$ cat src/rtl/vic_prio_wb_if.sv
// Vector-fetch bus between the CPU (master) and the priority interrupt controller (slave).
interface vic_prio_wb_if;
  logic        wb_stb_i;
  logic        wb_ack_o;
  logic [15:0] wb_dat_o;
  logic        wb_irq_o;

  modport master (output wb_stb_i, input wb_ack_o, wb_dat_o, wb_irq_o);
  modport slave  (input wb_stb_i, output wb_ack_o, wb_dat_o, wb_irq_o);
endinterface

$ cat src/rtl/vic_prio_wb.sv
// Fixed-priority vectored interrupt controller, highest index wins; irq is 2 ce after an ireq rise.
// Ack holds until the strobe drops. Define VIC_SPURIOUS_EN to answer empty fetches with SPUR_VEC.
module vic_prio_wb #(
  parameter int          NCH      = 4,
  parameter logic [15:0] SPUR_VEC = 16'o000000
) (
  input  logic              clk_sys,
  input  logic              reset_n,
  input  logic              ce,
  input  logic              wb_rst_i,
  vic_prio_wb_if.slave      bus,
  input  logic [NCH*16-1:0] ivec,
  input  logic [NCH-1:0]    ireq,
  input  logic [NCH-1:0]    imask,
  input  logic [NCH-1:0]    iedge,
  output logic [NCH-1:0]    iack
);
  localparam int IW = (NCH > 1) ? $clog2(NCH) : 1;

  typedef enum logic {S_IDLE, S_ACK} state_t;

  state_t         state_q, state_d;
  logic [NCH-1:0] pend_q, pend_d;
  logic [NCH-1:0] hist_q, hist_d;
  logic [NCH-1:0] iack_q, iack_d;
  logic           hist_vld_q, hist_vld_d;
  logic           ack_q, ack_d;
  logic           irq_q, irq_d;
  logic [15:0]    dat_q, dat_d;

  logic [NCH-1:0] avail;
  logic [NCH-1:0] rise;
  logic [NCH-1:0] clr;
  logic [IW-1:0]  win;
  logic [15:0]    wvec;
  logic           any;
  logic           grant;
  logic           spur;

  always_comb begin
    avail = pend_q & ~imask;
    any   = |avail;
    win   = '0;
    for (int i = 0; i < NCH; i++) begin
      if (avail[i]) win = IW'(i);
    end
    wvec = '0;
    for (int i = 0; i < NCH; i++) begin
      if (IW'(i) == win) wvec = ivec[16*i +: 16];
    end
  end

  always_comb begin
    state_d    = state_q;
    pend_d     = pend_q;
    hist_d     = hist_q;
    hist_vld_d = hist_vld_q;
    ack_d      = ack_q;
    dat_d      = dat_q;
    irq_d      = irq_q;
    iack_d     = '0;
    grant      = 1'b0;
    spur       = 1'b0;
    clr        = '0;
    rise       = '0;
    if (ce) begin
      if (wb_rst_i) begin
        state_d    = S_IDLE;
        pend_d     = '0;
        hist_d     = '0;
        hist_vld_d = 1'b0;
        ack_d      = 1'b0;
        dat_d      = '0;
        irq_d      = 1'b0;
      end else begin
        grant = (state_q == S_IDLE) && bus.wb_stb_i && any;
`ifdef VIC_SPURIOUS_EN
        spur  = (state_q == S_IDLE) && bus.wb_stb_i && !any;
`endif
        if (grant) clr = NCH'(1) << win;
        // The first sample after reset only primes history, so a held-high ireq is not an edge.
        rise       = ireq & ~hist_q & {NCH{hist_vld_q}};
        pend_d     = (iedge & (rise | (pend_q & ~clr))) | (~iedge & ireq);
        hist_d     = ireq;
        hist_vld_d = 1'b1;
        case (state_q)
          S_IDLE: begin
            if (grant || spur) begin
              state_d = S_ACK;
              ack_d   = 1'b1;
              dat_d   = grant ? wvec : SPUR_VEC;
              irq_d   = 1'b0;
              iack_d  = clr;
            end else begin
              irq_d = any;
            end
          end
          S_ACK: begin
            irq_d = 1'b0;
            if (!bus.wb_stb_i) begin
              state_d = S_IDLE;
              ack_d   = 1'b0;
              dat_d   = '0;
            end
          end
          default: state_d = S_IDLE;
        endcase
      end
    end
  end

  always_ff @(posedge clk_sys or negedge reset_n) begin
    if (!reset_n) begin
      state_q    <= S_IDLE;
      pend_q     <= '0;
      hist_q     <= '0;
      hist_vld_q <= 1'b0;
      ack_q      <= 1'b0;
      dat_q      <= '0;
      irq_q      <= 1'b0;
      iack_q     <= '0;
    end else begin
      state_q    <= state_d;
      pend_q     <= pend_d;
      hist_q     <= hist_d;
      hist_vld_q <= hist_vld_d;
      ack_q      <= ack_d;
      dat_q      <= dat_d;
      irq_q      <= irq_d;
      iack_q     <= iack_d;
    end
  end

  assign bus.wb_ack_o = ack_q;
  assign bus.wb_dat_o = dat_q;
  assign bus.wb_irq_o = irq_q;
  assign iack         = iack_q;
endmodule

$ cat src/flat_wrapper.sv
// flat-port wrapper written by rule: the top's interface ports become plain ports
module vic_prio_wb_flat 
#(
  parameter int          NCH      = 4,
  parameter logic [15:0] SPUR_VEC = 16'o000000
)
  (clk_sys, reset_n, ce, wb_rst_i, ivec, ireq, imask, iedge, iack, bus_wb_stb_i, bus_wb_ack_o, bus_wb_dat_o, bus_wb_irq_o);
  vic_prio_wb_if bus_i ();
  input  logic clk_sys;
  input  logic reset_n;
  input  logic ce;
  input  logic wb_rst_i;
  input  logic [NCH*16-1:0] ivec;
  input  logic [NCH-1:0] ireq;
  input  logic [NCH-1:0] imask;
  input  logic [NCH-1:0] iedge;
  output logic [NCH-1:0] iack;
  input wire logic [$bits(bus_i.wb_stb_i)-1:0] bus_wb_stb_i;
  output wire logic [$bits(bus_i.wb_ack_o)-1:0] bus_wb_ack_o;
  output wire logic [$bits(bus_i.wb_dat_o)-1:0] bus_wb_dat_o;
  output wire logic [$bits(bus_i.wb_irq_o)-1:0] bus_wb_irq_o;
  assign bus_i.wb_stb_i = bus_wb_stb_i;
  assign bus_wb_ack_o = bus_i.wb_ack_o;
  assign bus_wb_dat_o = bus_i.wb_dat_o;
  assign bus_wb_irq_o = bus_i.wb_irq_o;
  vic_prio_wb #(.NCH(NCH), .SPUR_VEC(SPUR_VEC)) u_core (.clk_sys(clk_sys), .reset_n(reset_n), .ce(ce), .wb_rst_i(wb_rst_i), .bus(bus_i), .ivec(ivec), .ireq(ireq), .imask(imask), .iedge(iedge), .iack(iack));
endmodule
$ cat config.mk
export PLATFORM = sky130hd
export DESIGN_NAME = vic_prio_wb_flat
export DESIGN_NICKNAME = d
export VERILOG_FILES = /design/src/rtl/vic_prio_wb_if.sv /design/src/rtl/vic_prio_wb.sv /design/src/flat_wrapper.sv
export SDC_FILE = /design/constraint.sdc
export NUM_CORES = 1
export LEC_CHECK = 0
export CAP_MARGIN = 15
export CORE_MARGIN = 2
export CORE_UTILIZATION = 38
export CTS_BUF_LIST = sky130_fd_sc_hd__clkbuf_16
export CTS_CLUSTER_SIZE = 28
export DETAILED_ROUTE_END_ITERATION = 12
export GPL_TIMING_DRIVEN = 0
export PLACE_DENSITY = 0.8
export REMOVE_ABC_BUFFERS = 1
export SLEW_MARGIN = 5
export SYNTH_ARGS = -nofsm -noshare
export SYNTH_HDL_FRONTEND = slang
export SYNTH_SLANG_ARGS = --single-unit
$ cat constraint.sdc
create_clock -name clk_sys -period 2 [get_ports clk_sys]
set_input_delay 0.5 -clock clk_sys [delete_from_list [all_inputs] [get_ports clk_sys]]
set_output_delay 0.5 -clock clk_sys [all_outputs]
set_load 0.03 [all_outputs]
==> metrics.md <==
| Metric | Value |
|---|---|
| Critical Path Start | imask[2] |
| CP max FO | 19 |
| Met2 WL | 3110 µm |
| Worst-Margin Slew | 0.739 ns |
| GRT overflow | 0 |
| Critical Path RT | 2.16 ns |
| Diode count | 0 |
| Clk_skew | 0.00384 ns |
| Clock edge transition at the registers on the reported setup and hold paths | 0.05 ns |
| Final Cycle Share | 97.3% |
| Layout net count | 366 |
| Routed Antenna Nets | 0 |
| Wl on met1 | 2790 µm |
| Initial core utilization | 38.8% |
| Syn Area/Cell | 10.8 µm² |
| Clock Tree Buf Depth | 2 |
| First-pass GRT wire length | 9270 µm |
| Max-Slew Margin vs Limit | 50.7% |
| Vert. Die Dim | 72.8 µm |
| Synthesized cell area | 1800 µm² |
| DRC viols | 0 |
| Power Dens Cells | 704 nW/µm² |
| Initial antenna violation count | 0 |
| Unique masters post-synth | 36 |
| Row count | 25 |
| Final Setup Violations | 0 |
| VDD IR max | 0.000501 V |
| Tot GR Track Use | 23.1% |
| Input/output buffers | 102 |
| Share of layout cells above drive strength 1 | 19.9% |
| Core area | 4630 µm² |
| Post-route design area | 3220 µm² |
| Fmax | 514 MHz |
| Sequential area share after synthesis | 44.5% |
| Max Cap Viol | 0 |
| Reg2Reg Launch Point | u_core.pend_q[3] |
| Num ports | 103 |
| CTS tree | yes |
| Synth-to-layout area growth | 79.1% |
| Total CTS buffers | 5 |
| CTS Root Cell | clkbuf_16 |
| DR vias | 1921 |
| DRT iter0 DRCs | 74 |
| Depth of the CTS H-tree | 2 |
| Avg WL per Cell | 19.0 µm |
| Die Wd | 72.8 µm |
| Critical path class | primary input to flop |
| Min Clock Period, post-route | 1.95 ns |
| Final Hold Fails | 0 |
| Top sig layer | met4 |
| Number of synthesized register bits | 32 |
| Ranking of synthesized cells by area | dfrtp_1 45%, a32o_1 10%, o221a_2 9.4% |
| Lkg Pwr | 1.32 nW |
| Outcome | finished clean |
| Pin count of the biggest net entering global routing | 33 |
| GPL Wtd Cong | 0.782 |
| Hpwl dp | 4000 µm |
| Post-synthesis cell count | 166 |
| CP startpoint kind | primary input |
| Vias in the first global route | 1861 |
| DP Area | 2820 µm² |
| Clk Latency, worst-skew pair | 0.27 ns |
| Drt total wl | 6470 µm |
| Via density | 5.65 |
| 1st-pass router iterations | 4 |
| Yosys warns | 0 |
| CP Capture Type | flop |
| Setup TNS Final | 0 ns |
| Clock Sinks | 32 |
| Slew Limit Fails | 0 |
| Met3 wire length | 503 µm |
| Yosys top cell by area | dfrtp_1 |
| WP data arrival | 2.11 ns |
| Hold Crit Class | primary input to async pin |
| Yosys top cell area share | 44.5% |
| Die ar. | 5300 µm² |
-- metrics by stage --
stage	power, mW	hold WS, ns	cells	setup WS, ns	util, %
2_1_floorplan	1.02	0.204	156	0.0143	-
3_3_place_gp	1.32	0.461	312	-1.24	61.1
3_5_place_dp	1.33	0.466	312	-1.23	60.9
4_1_cts	2.24	0.316	332	0.0145	67.5
5_1_grt	2.36	0.341	340	-0.000507	69.5
6_report	2.27	0.282	340	0.0541	69.5
-- cell families (layout without fill, tap and decap cells) --
kind of cell / Yosys count / in the layout / share of synthesized area (%)
buffers and inverters: 15 / 130 / 4.38
AO/OA/AOI/OAI: 54 / 56 / 28.5
multiplexers: 1 / 1 / 0.557
flip-flops: 32 / 32 / 44.5
AND/OR/NAND/NOR: 64 / 67 / 22.0
-- Yosys cell counts --
library cell	instances
a2111oi_4	1
a21o_1	1
a21oi_1	3
a22o_1	3
a31o_2	1
a32o_1	18
and2b_4	1
buf_2	3
buf_4	3
buf_6	1
clkbuf_1	3
dfrtp_1	32
inv_1	5
mux2i_1	1
nand2_1	5
nand2_2	1
nand2b_1	20
nand3_1	5
nand3_2	1
nand3b_1	1
nand4_1	2
nor2_1	3
nor2_2	1
nor2b_1	5
nor2b_4	1
nor3_1	1
nor3_2	1
nor4b_1	1
o211ai_1	1
o21ai_0	7
o21ba_2	1
o221a_2	15
o22a_1	1
o31a_1	1
o41ai_1	1
or3_1	15
-- cell type report --
class | instances | area, µm²
well taps | 54 | 67.6
inverters | 5 | 22.5
fillers | 368 | 1410
clock buffers | 5 | 125
repair buffers | 117 | 1140
multi-input cells | 124 | 1030
clock inverters | 3 | 37.5
flip-flops and latches | 32 | 801
-- power breakdown --
part           internal (mW)  switching [mW]  leakage, nW
registers              0.703          0.0396        0.433
logic                  0.372           0.311        0.809
clock network          0.578           0.263       0.0789
-- critical path, cell delays in order --
cell and delay [ns]:
clkdlybuf4s50_1 0.49, nand2b_4 0.27, nand3_2 0.27, o221a_2 0.33, a32o_1 0.24
-- cells in the final DEF, fill, tap and decap left out, types with 7 or more instances in the layout --
cell	synthesis	final
clkdlybuf4s50_1	0	99
buf_4	3	14
o221a_2	15	15
dfrtp_1	32	32
nand2b_1	20	17
o21ai_0	7	7
or3_1	15	15
a32o_1	18	18
-- sequential cells by signal (all words and copies together), names as in the netlist --
register,cells
u_core.iack,4
u_core.state_q,1
u_core.hist_q,4
u_core.bus.wb_irq_o,1
u_core.pend_q,4
u_core.hist_vld_q,1
u_core.bus.wb_ack_o,1
u_core.bus.wb_dat_o,16
-- repair_timing --
item                                    4_1_cts  5_1_grt
endpoints found under the setup margin       22       18
buffers inserted                             10        5
pin swaps                                     3        3
gates cloned                                  2        3
hold buffers                                  0        0
gates resized for setup                      11        7
-- routing by layer --
metal	global-route usage, %	vias up
met1	29.7	928
met5	0	-
li1	-	901
met4	5.97	0
met2	39.0	84
met3	5.94	8
-- path summary, 6_finish.rpt --
| kind | endpoint | slack (ns) | cells past startpoint |
|---|---|---|---|
| worst max-delay path | u_core.bus.wb_dat_o[6] | 0.05 | 5 |
| worst min-delay path | u_core.bus.wb_ack_o | 0.28 | 1 |
| max in group asynchronous | u_core.pend_q[1] | 1.23 | 1 |
| min in group clk_sys | u_core.bus.wb_ack_o | 0.47 | 1 |
| worst min register to register | u_core.bus.wb_ack_o | 0.47 | 1 |
| worst max register to register | u_core.bus.wb_dat_o[15] | 0.32 | 5 |
(Power assumes the default switching activity.)
